<file path="src/rtl/tap_bank_pkg.sv">
// Shared types and default sizes for the tap bank receiver.
package tap_bank_pkg;

    localparam int DEF_NTAPS = 15;
    localparam int DEF_TAP_W = 16;

    typedef enum logic [1:0] {
        ST_IDLE,
        ST_LOAD,
        ST_FULL,
        ST_READ
    } state_t;

endpackage

</file>
<file path="src/rtl/tap_regfile.sv">
// Tap storage: NTAPS x TAP_W, one synchronous write port and one registered read port.
module tap_regfile #(
    parameter int NTAPS = 15,
    parameter int TAP_W = 16,
    parameter int AW    = 4
) (
    input  logic             i_clk,
    input  logic             i_reset,
    input  logic             wr_en,
    input  logic [AW-1:0]    wr_addr,
    input  logic [TAP_W-1:0] wr_data,
    input  logic             rd_en,
    input  logic [AW-1:0]    rd_addr,
    output logic [TAP_W-1:0] rd_data
);

    logic [TAP_W-1:0] mem [NTAPS];

    // Read data only moves when the controller asks, so it holds during backpressure.
    always_ff @(posedge i_clk) begin
        if (!i_reset) begin
            for (int i = 0; i < NTAPS; i++) begin
                mem[i] <= '0;
            end
            rd_data <= '0;
        end else begin
            if (wr_en) begin
                mem[wr_addr] <= wr_data;
            end
            if (rd_en) begin
                rd_data <= mem[rd_addr];
            end
        end
    end

endmodule

</file>
<file path="src/rtl/tap_bank_rx.sv">
// Tap bank receiver: loads NTAPS taps, then streams them back with valid/ready.
// Optional running checksum output enabled by defining TAP_BANK_CHECKSUM_EN.
module tap_bank_rx
    import tap_bank_pkg::*;
#(
    parameter int NTAPS = DEF_NTAPS,
    parameter int TAP_W = DEF_TAP_W
) (
    input  logic             i_clk,
    input  logic             i_reset,
    input  logic             i_tap_wr,
    input  logic [TAP_W-1:0] i_tap,
    input  logic             i_rd_start,
    input  logic             i_rd_ready,
    output logic             o_rd_valid,
    output logic [TAP_W-1:0] o_rd_data,
    output logic [3:0]       o_rd_idx,
    output logic             o_loaded,
    output logic             o_err_short
`ifdef TAP_BANK_CHECKSUM_EN
    ,
    output logic [TAP_W-1:0] o_checksum
`endif
);

    localparam int         AW       = $clog2(NTAPS);
    localparam logic [3:0] LAST_IDX = 4'(NTAPS - 1);

    state_t     state, state_n;
    logic [3:0] wr_ptr, wr_ptr_n;
    logic [3:0] rd_idx, rd_idx_n;
    logic       rd_valid_n, loaded_n, err_short_n;
    logic       wr_en, rd_en;
    logic [3:0] wr_addr, rd_addr;

    always_ff @(posedge i_clk) begin
        if (!i_reset) begin
            state       <= ST_IDLE;
            wr_ptr      <= '0;
            rd_idx      <= '0;
            o_rd_valid  <= 1'b0;
            o_loaded    <= 1'b0;
            o_err_short <= 1'b0;
        end else begin
            state       <= state_n;
            wr_ptr      <= wr_ptr_n;
            rd_idx      <= rd_idx_n;
            o_rd_valid  <= rd_valid_n;
            o_loaded    <= loaded_n;
            o_err_short <= err_short_n;
        end
    end

    // A tap write outside LOAD always restarts the load, regardless of any readback.
    always_comb begin
        state_n     = state;
        wr_ptr_n    = wr_ptr;
        rd_idx_n    = rd_idx;
        rd_valid_n  = o_rd_valid;
        loaded_n    = o_loaded;
        err_short_n = o_err_short;
        wr_en       = 1'b0;
        wr_addr     = wr_ptr;
        rd_en       = 1'b0;
        rd_addr     = '0;

        if (i_tap_wr && state != ST_LOAD) begin
            wr_en      = 1'b1;
            wr_addr    = '0;
            wr_ptr_n   = 4'd1;
            loaded_n   = 1'b0;
            rd_valid_n = 1'b0;
            state_n    = ST_LOAD;
        end else begin
            case (state)
                ST_IDLE: ;
                ST_LOAD: begin
                    if (i_tap_wr) begin
                        wr_en = 1'b1;
                        if (wr_ptr == LAST_IDX) begin
                            wr_ptr_n    = '0;
                            loaded_n    = 1'b1;
                            err_short_n = 1'b0;
                            state_n     = ST_FULL;
                        end else begin
                            wr_ptr_n = wr_ptr + 4'd1;
                        end
                    end else begin
                        err_short_n = 1'b1;
                        wr_ptr_n    = '0;
                        state_n     = ST_IDLE;
                    end
                end
                ST_FULL: begin
                    if (i_rd_start) begin
                        rd_en      = 1'b1;
                        rd_addr    = '0;
                        rd_idx_n   = '0;
                        rd_valid_n = 1'b1;
                        state_n    = ST_READ;
                    end
                end
                ST_READ: begin
                    // Prefetch the next word on a transfer so back-to-back reads need no bubble.
                    if (o_rd_valid && i_rd_ready) begin
                        if (rd_idx == LAST_IDX) begin
                            rd_valid_n = 1'b0;
                            state_n    = ST_FULL;
                        end else begin
                            rd_idx_n = rd_idx + 4'd1;
                            rd_en    = 1'b1;
                            rd_addr  = rd_idx + 4'd1;
                        end
                    end
                end
                default: state_n = ST_IDLE;
            endcase
        end
    end

    assign o_rd_idx = rd_idx;

    tap_regfile #(
        .NTAPS (NTAPS),
        .TAP_W (TAP_W),
        .AW    (AW)
    ) u_regfile (
        .i_clk   (i_clk),
        .i_reset (i_reset),
        .wr_en   (wr_en),
        .wr_addr (wr_addr[AW-1:0]),
        .wr_data (i_tap),
        .rd_en   (rd_en),
        .rd_addr (rd_addr[AW-1:0]),
        .rd_data (o_rd_data)
    );

`ifdef TAP_BANK_CHECKSUM_EN
    logic [TAP_W-1:0] sum_acc;

    // Partial sums live in sum_acc; o_checksum only changes when a load completes.
    always_ff @(posedge i_clk) begin
        if (!i_reset) begin
            sum_acc    <= '0;
            o_checksum <= '0;
        end else if (wr_en) begin
            if (state != ST_LOAD) begin
                sum_acc <= i_tap;
            end else if (wr_ptr == LAST_IDX) begin
                o_checksum <= sum_acc + i_tap;
            end else begin
                sum_acc <= sum_acc + i_tap;
            end
        end
    end
`endif

endmodule

</file>
<file path="config.mk">
export PLATFORM = sky130hd
export DESIGN_NAME = tap_bank_rx
export DESIGN_NICKNAME = d
export VERILOG_FILES = /design/src/rtl/tap_bank_pkg.sv /design/src/rtl/tap_regfile.sv /design/src/rtl/tap_bank_rx.sv
export SDC_FILE = /design/constraint.sdc
export NUM_CORES = 1
export LEC_CHECK = 0
export CAP_MARGIN = 5
export CORE_ASPECT_RATIO = 0.7
export CORE_UTILIZATION = 55
export CTS_BUF_LIST = sky130_fd_sc_hd__clkbuf_16
export CTS_CLUSTER_DIAMETER = 40
export CTS_CLUSTER_SIZE = 12
export DETAILED_ROUTE_END_ITERATION = 10
export PLACE_DENSITY = 0.86
export RECOVER_POWER = 25
export SYNTH_ARGS = -nofsm -noshare
export SYNTH_HDL_FRONTEND = slang
export SYNTH_SLANG_ARGS = --single-unit
export TNS_END_PERCENT = 30
</file>
<file path="constraint.sdc">
create_clock -name i_clk -period 2.77 [get_ports i_clk]
set_input_delay 0.4155 -clock i_clk [delete_from_list [all_inputs] [get_ports i_clk]]
set_output_delay 0.4155 -clock i_clk [all_outputs]
set_load 0.05 [all_outputs]
</file>
# --- Word-level counts from Yosys, hierarchy flattened ---
# Memories as Yosys holds them, arrays and structs flattened. A register that Yosys moved wholly into a read port is not among the register bits.
# Cells that the tools add are included.
op_classes:
  reduce_logical: 15
  eq_ne: 16
  bitwise_logic: 2
  muxes: 41
  n_addsub: 2
op_table:
  columns: ["cell", "n"]
  rows:
  - ["4-bit two-way mux", 11]
  - ["1-bit two-way mux", 20]
  - ["16-bit two-way mux", 1]
  - ["16-bit OR reduction", 1]
  - ["5-bit AND reduction", 3]
  - ["3-bit != test, second input constant", 4]
  - ["2-bit two-way mux", 5]
  - ["4-bit by 1-bit adder with 4-bit output, second input constant", 2]
  - ["4-bit == test, second input constant", 2]
  - ["2-bit != test, second input constant", 4]
  - ["4-bit one-hot mux with 2 select lines", 1]
  - ["2-bit one-hot mux with 3 select lines", 1]
  - ["3-bit AND reduction", 2]
  - ["2-bit == test, second input constant", 2]
  - ["2-bit by 1-bit != test with 1-bit output, second input constant", 2]
  - ["4-bit != test, second input constant", 1]
  - ["1-bit one-hot mux with 2 select lines", 2]
  - ["4-bit AND reduction", 1]
  - ["2-bit nonzero test", 2]
  - ["4-bit nonzero test", 1]
  - ["3-bit nonzero test", 1]
  - ["2-bit by 1-bit == test with 1-bit output, second input constant", 1]
  - ["1-bit logical AND", 2]
  - ["1-bit inverter", 2]
  - ["2 further kinds", 2]
totals:
  ram_bits: 240
  out_inout_bits: 23
  n_memories: 1
  reg_bits: 13
  input_bits: 21
  elab_cells: 85
memory_table:
  columns: ["name", "depth", "word_bits", "read_ports", "rd_ports_with_merged_regs", "wr", "line", "source"]
  rows:
  - ["u_regfile.mem", 15, 16, 1, 1, 15, "tap_regfile.sv:17", "logic [TAP_W-1:0] mem [NTAPS];"]

# --- Longest topological paths before layout ---
depth:
  ltp_word: 8
  ltp_mapped: 11
  ltp_nobuf: 8

# --- Cells and area by module ---
# From an unflattened synthesis, not the netlist that was laid out.
unflattened:
  hier_cells: 1000
  area_unflattened_um2: 12976.2
modules_own_cells:
  columns: ["module", "n_inst", "cells_per_inst", "area_per_inst_um2"]
  rows:
  - ["tap_regfile", 1, 898, 12157.9]
  - ["tap_bank_rx", 1, 102, 818.3]

# --- Worst setup path after synthesis ---
# Ideal clock, no wire load.
synth_timing:
  kind: "register -> register"
  startpoint: "reg rd_idx[0], in the netlist o_rd_idx[0]"
  endpoint: "reg u_regfile.rd_data[9], read port of u_regfile.mem"
  t_arrival_ns: 2.837
  path_slack_ns: -0.188
  required_ns: 2.648
  period_less_slack_ns: 2.958
  stages_incl_launch_ff: 11
  path_cell_list: "dfxtp_1 buf_1 inv_1 ha_1 a41o_1 buf_2 nor3_4 mux2_2 o21ai_1 a211oi_1 a221o_1"
synth_between:
  elab_chain_len: 5
  word_cells_on_any_way: 10
synth_lines:
  columns: ["item", "line", "source"]
  rows:
  - ["from (decl)", "tap_bank_rx.sv:31", "logic [3:0] rd_idx, rd_idx_n;"]
  - ["from (signal assigned)", "tap_bank_rx.sv:47", "rd_idx <= rd_idx_n;"]
  - ["4-bit by 1-bit adder with 4-bit output / 4-bit == test (equally long branches)", "tap_bank_rx.sv:112, tap_bank_rx.sv:106", null]
  - ["4-bit two-way mux / 1-bit two-way mux (equally long branches)", "tap_bank_rx.sv:106", "if (rd_idx == LAST_IDX) begin"]
  - ["4-bit two-way mux / 1-bit two-way mux (equally long branches)", "tap_bank_rx.sv:105", "if (o_rd_valid && i_rd_ready) begin"]
  - ["4-bit two-way mux / 1-bit one-hot mux with 2 select lines (equally long branches)", null, null]
  - ["4-bit two-way mux / 1-bit two-way mux (equally long branches)", "tap_bank_rx.sv:67", "if (i_tap_wr && state != ST_LOAD) begin"]
  - ["to (decl)", "tap_regfile.sv:14", "output logic [TAP_W-1:0] rd_data"]
# Parallel ways exist; a longest one is shown, timed or not.
# A chain may end at the register's enable or synchronous reset.

# --- Worst setup path after layout ---
# Same ends and word-level chain as after synthesis.

==> results.md <==
- Post-synth net total: 1115
- Detailed-router iteration count before antenna repair: 5
- Post-CTS setup buffer count: 0
- Power per Cell Area: 609.2 mW/mm^2
- # diodes: 0
- Layout Skew: 16.78 ps
- Worst Reg-to-Reg Cells: 6
- Clock sinks: 285
- Row cnt: 46
- Initial Util: 57.10%
- Core area: 0.02302 sq mm
- CP startpoint: o_rd_idx[0]
- CP max FO: 16
- Share of cells above drive strength 1: 10.61%
- Clk Latency, worst-skew pair: 560 ps
- Post-cts sizing count: 0
- # setup viols final: 0
- Post-route setup TNS: 0 ps
- Die height: 131.4 um
- Fmax: 386.7 MHz
- Vias in the first global route: 9314
- Reg2reg start: o_rd_idx[0]
- Initial antenna violation count: 0
- Die Wd: 186.8 um
- Number of I/O port buffers: 43
- Fin. Hold Viols: 0
- Critical path type: flip-flop to flip-flop
- Die area: 0.02453 sq mm
- Largest net degree at the start of global routing: 45
- Most common cell after layout, fill and taps aside: edfxtp_1
- Slew HR: 24.07%
- Critical Path Start Type: flip-flop
- Worst slew pin tran: 1135 ps
- Antenna-violating nets left: 0
- Most frequent cells in the layout: edfxtp_1 (256), and2_1 (226), nor2_1 (78), nand2_1 (77), o21ai_0 (56)
- Predominant post-synthesis flop cell: edfxtp_1
- GRT Resource Usage Total: 28.00%
- Average routed wire per standard cell: 23.18 um
- CTS max path bufs: 3
- Post-DP HPWL: 22030 um
- Total CTS buffers: 31
- H-Tree Depth: 1
- MaxCap Viol Count: 0
- Lkg Pwr: 5.385 nW
- Hold WC Path Type: flip-flop to flip-flop
- Critical Path RT: 3190 ps
- CTS root buffer: clkbuf_16
- RSZ-0062 raised after global routing: no
- Synthesized area per cell: 12.06 sq um
- Post-synth cell types: 63
- DR DRC count: 0
- Number of synthesized register bits: 285
- Tmin final: 2586 ps
- CTS clk-pin slew, worst paths: 60 ps
- Layout area overhead: 14.12%
- Routed wire length: 34100 um
- Maximum VDD drop: 0.5783 mV
- Min-delay src: o_err_short
- Synth warn: 0
- Initial DRC count: 1154
- Vias: 9500
- First-pass GRT wire length: 53230 um
- Syn Inst Count: 1090
- Via density: 6.458
- Grt ovf: 0
- CTS tree: built
- Post-synth ARST share: 0%
- Layout Nets: 1161
- Crit path DAT: 3010 ps
- Worst setup EP type: flip-flop
- Final instance area: 0.01500 sq mm
- Hold buffer count at CTS: 0
- RD Place Congestion: 0.9561
- Sequential fraction of the synthesis area: 62.89%
- EDFF count, synth: 256
- Area after DPL: 0.01408 sq mm
- I/O pin count: 44
- Status: completed
- Period utilisation layout: 93.36%
- Cell area after synthesis: 0.01315 sq mm
- Hold path cells: 2
- Max-slew violations: 0
path summary, 6_finish.rpt:
check                         end  slack [ps]
max reg2reg  u_regfile.rd_data[9]         180
min                   o_err_short         490
max          u_regfile.rd_data[9]         180
min reg2reg           o_err_short         490
per-stage QoR:
step           setup slack [ps]  hold slack, ps  cells  power, mW  utilization, %
5_1_grt                   33.07           511.1   1471      9.359           65.17
3_3_place_gp              53.40           469.4   1415      5.245           61.17
3_5_place_dp             -46.82           481.3   1415      5.265           61.17
6_report                  183.8           487.7   1471      9.139           65.17
4_1_cts                   242.1           492.5   1471      9.165           65.41
2_1_floorplan             12.59           514.4   1090      5.090               -
power breakdown:
group          internal [mW]  switching, mW  total (mW)
sequential              4.81         0.0467        4.85
combinational         0.0930          0.232       0.325
clock                   2.30           1.66        3.96
metal layers:
layer  up-vias  GRT usage [%]  share of wire [%]
met2       621          43.06                 45
met4         0          9.608                2.9
met1      4690          40.24                 42
li1       4106              -                  -
met3        83          5.048                 10
met5         -              0                  0
cell usage after synthesis (2+ instances only):
cell / count / area share (%)
a32o_1: 16 / 1.2
buf_4: 2 / 0.11
ha_1: 4 / 0.38
a32oi_1: 29 / 1.9
o221a_1: 12 / 1.0
nand2_1: 77 / 2.2
o21ai_1: 11 / 0.42
nand4_1: 5 / 0.24
a211oi_1: 2 / 0.11
o22ai_1: 31 / 1.5
o221ai_1: 15 / 1.0
clkbuf_1: 59 / 1.7
nand2b_1: 2 / 0.095
buf_2: 20 / 0.76
buf_6: 3 / 0.26
nand4b_1: 2 / 0.13
dfxtp_1: 29 / 4.4
mux2_2: 8 / 0.69
o21ai_0: 62 / 2.4
o211ai_1: 15 / 0.86
nor2_1: 79 / 2.3
and3_1: 2 / 0.095
a21oi_1: 20 / 0.76
and2_1: 244 / 12
mux2_4: 10 / 1.1
nor2b_1: 4 / 0.19
o221a_2: 4 / 0.34
nand3_1: 21 / 0.80
mux2_1: 3 / 0.26
inv_1: 3 / 0.086
a21boi_0: 4 / 0.23
buf_1: 3 / 0.086
nand3b_1: 3 / 0.17
edfxtp_1: 256 / 58
o311ai_0: 2 / 0.13
critical path, stage by stage (launching register included):
cell and delay (ps):
dfxtp_2 440, inv_1 70, ha_1 220, a41oi_1 470, nand2_1 250, and2_1 570
a221o_1 450
logic make-up after synthesis:
group	synth area share, %
adder cells (fa/ha/maj)	0.3807
flip-flops	62.89
buffers and inverters	3.026
AND/OR/NAND/NOR	18.73
multiplexers	2.160
XOR/XNOR	0.1904
AO/OA/AOI/OAI	12.62
layout make-up:
type | count | area, sq um
clock buffers | 31 | 775.7
clock inverters | 25 | 200.2
fillers | 1688 | 8019
inverters | 3 | 11.26
multi-input cells | 714 | 4483
flip-flops and latches | 285 | 8269
well taps | 312 | 390.4
repair buffers | 101 | 873.3
sequential cells by signal (all words and copies together), names as in the netlist:
signal	cells
u_regfile.mem	256
o_loaded	1
o_err_short	1
o_rd_idx	4
wr_ptr	4
o_rd_valid	1
u_regfile.rd_data	16
state	2
No activity file was read; power rests on OpenSTA's default activity.
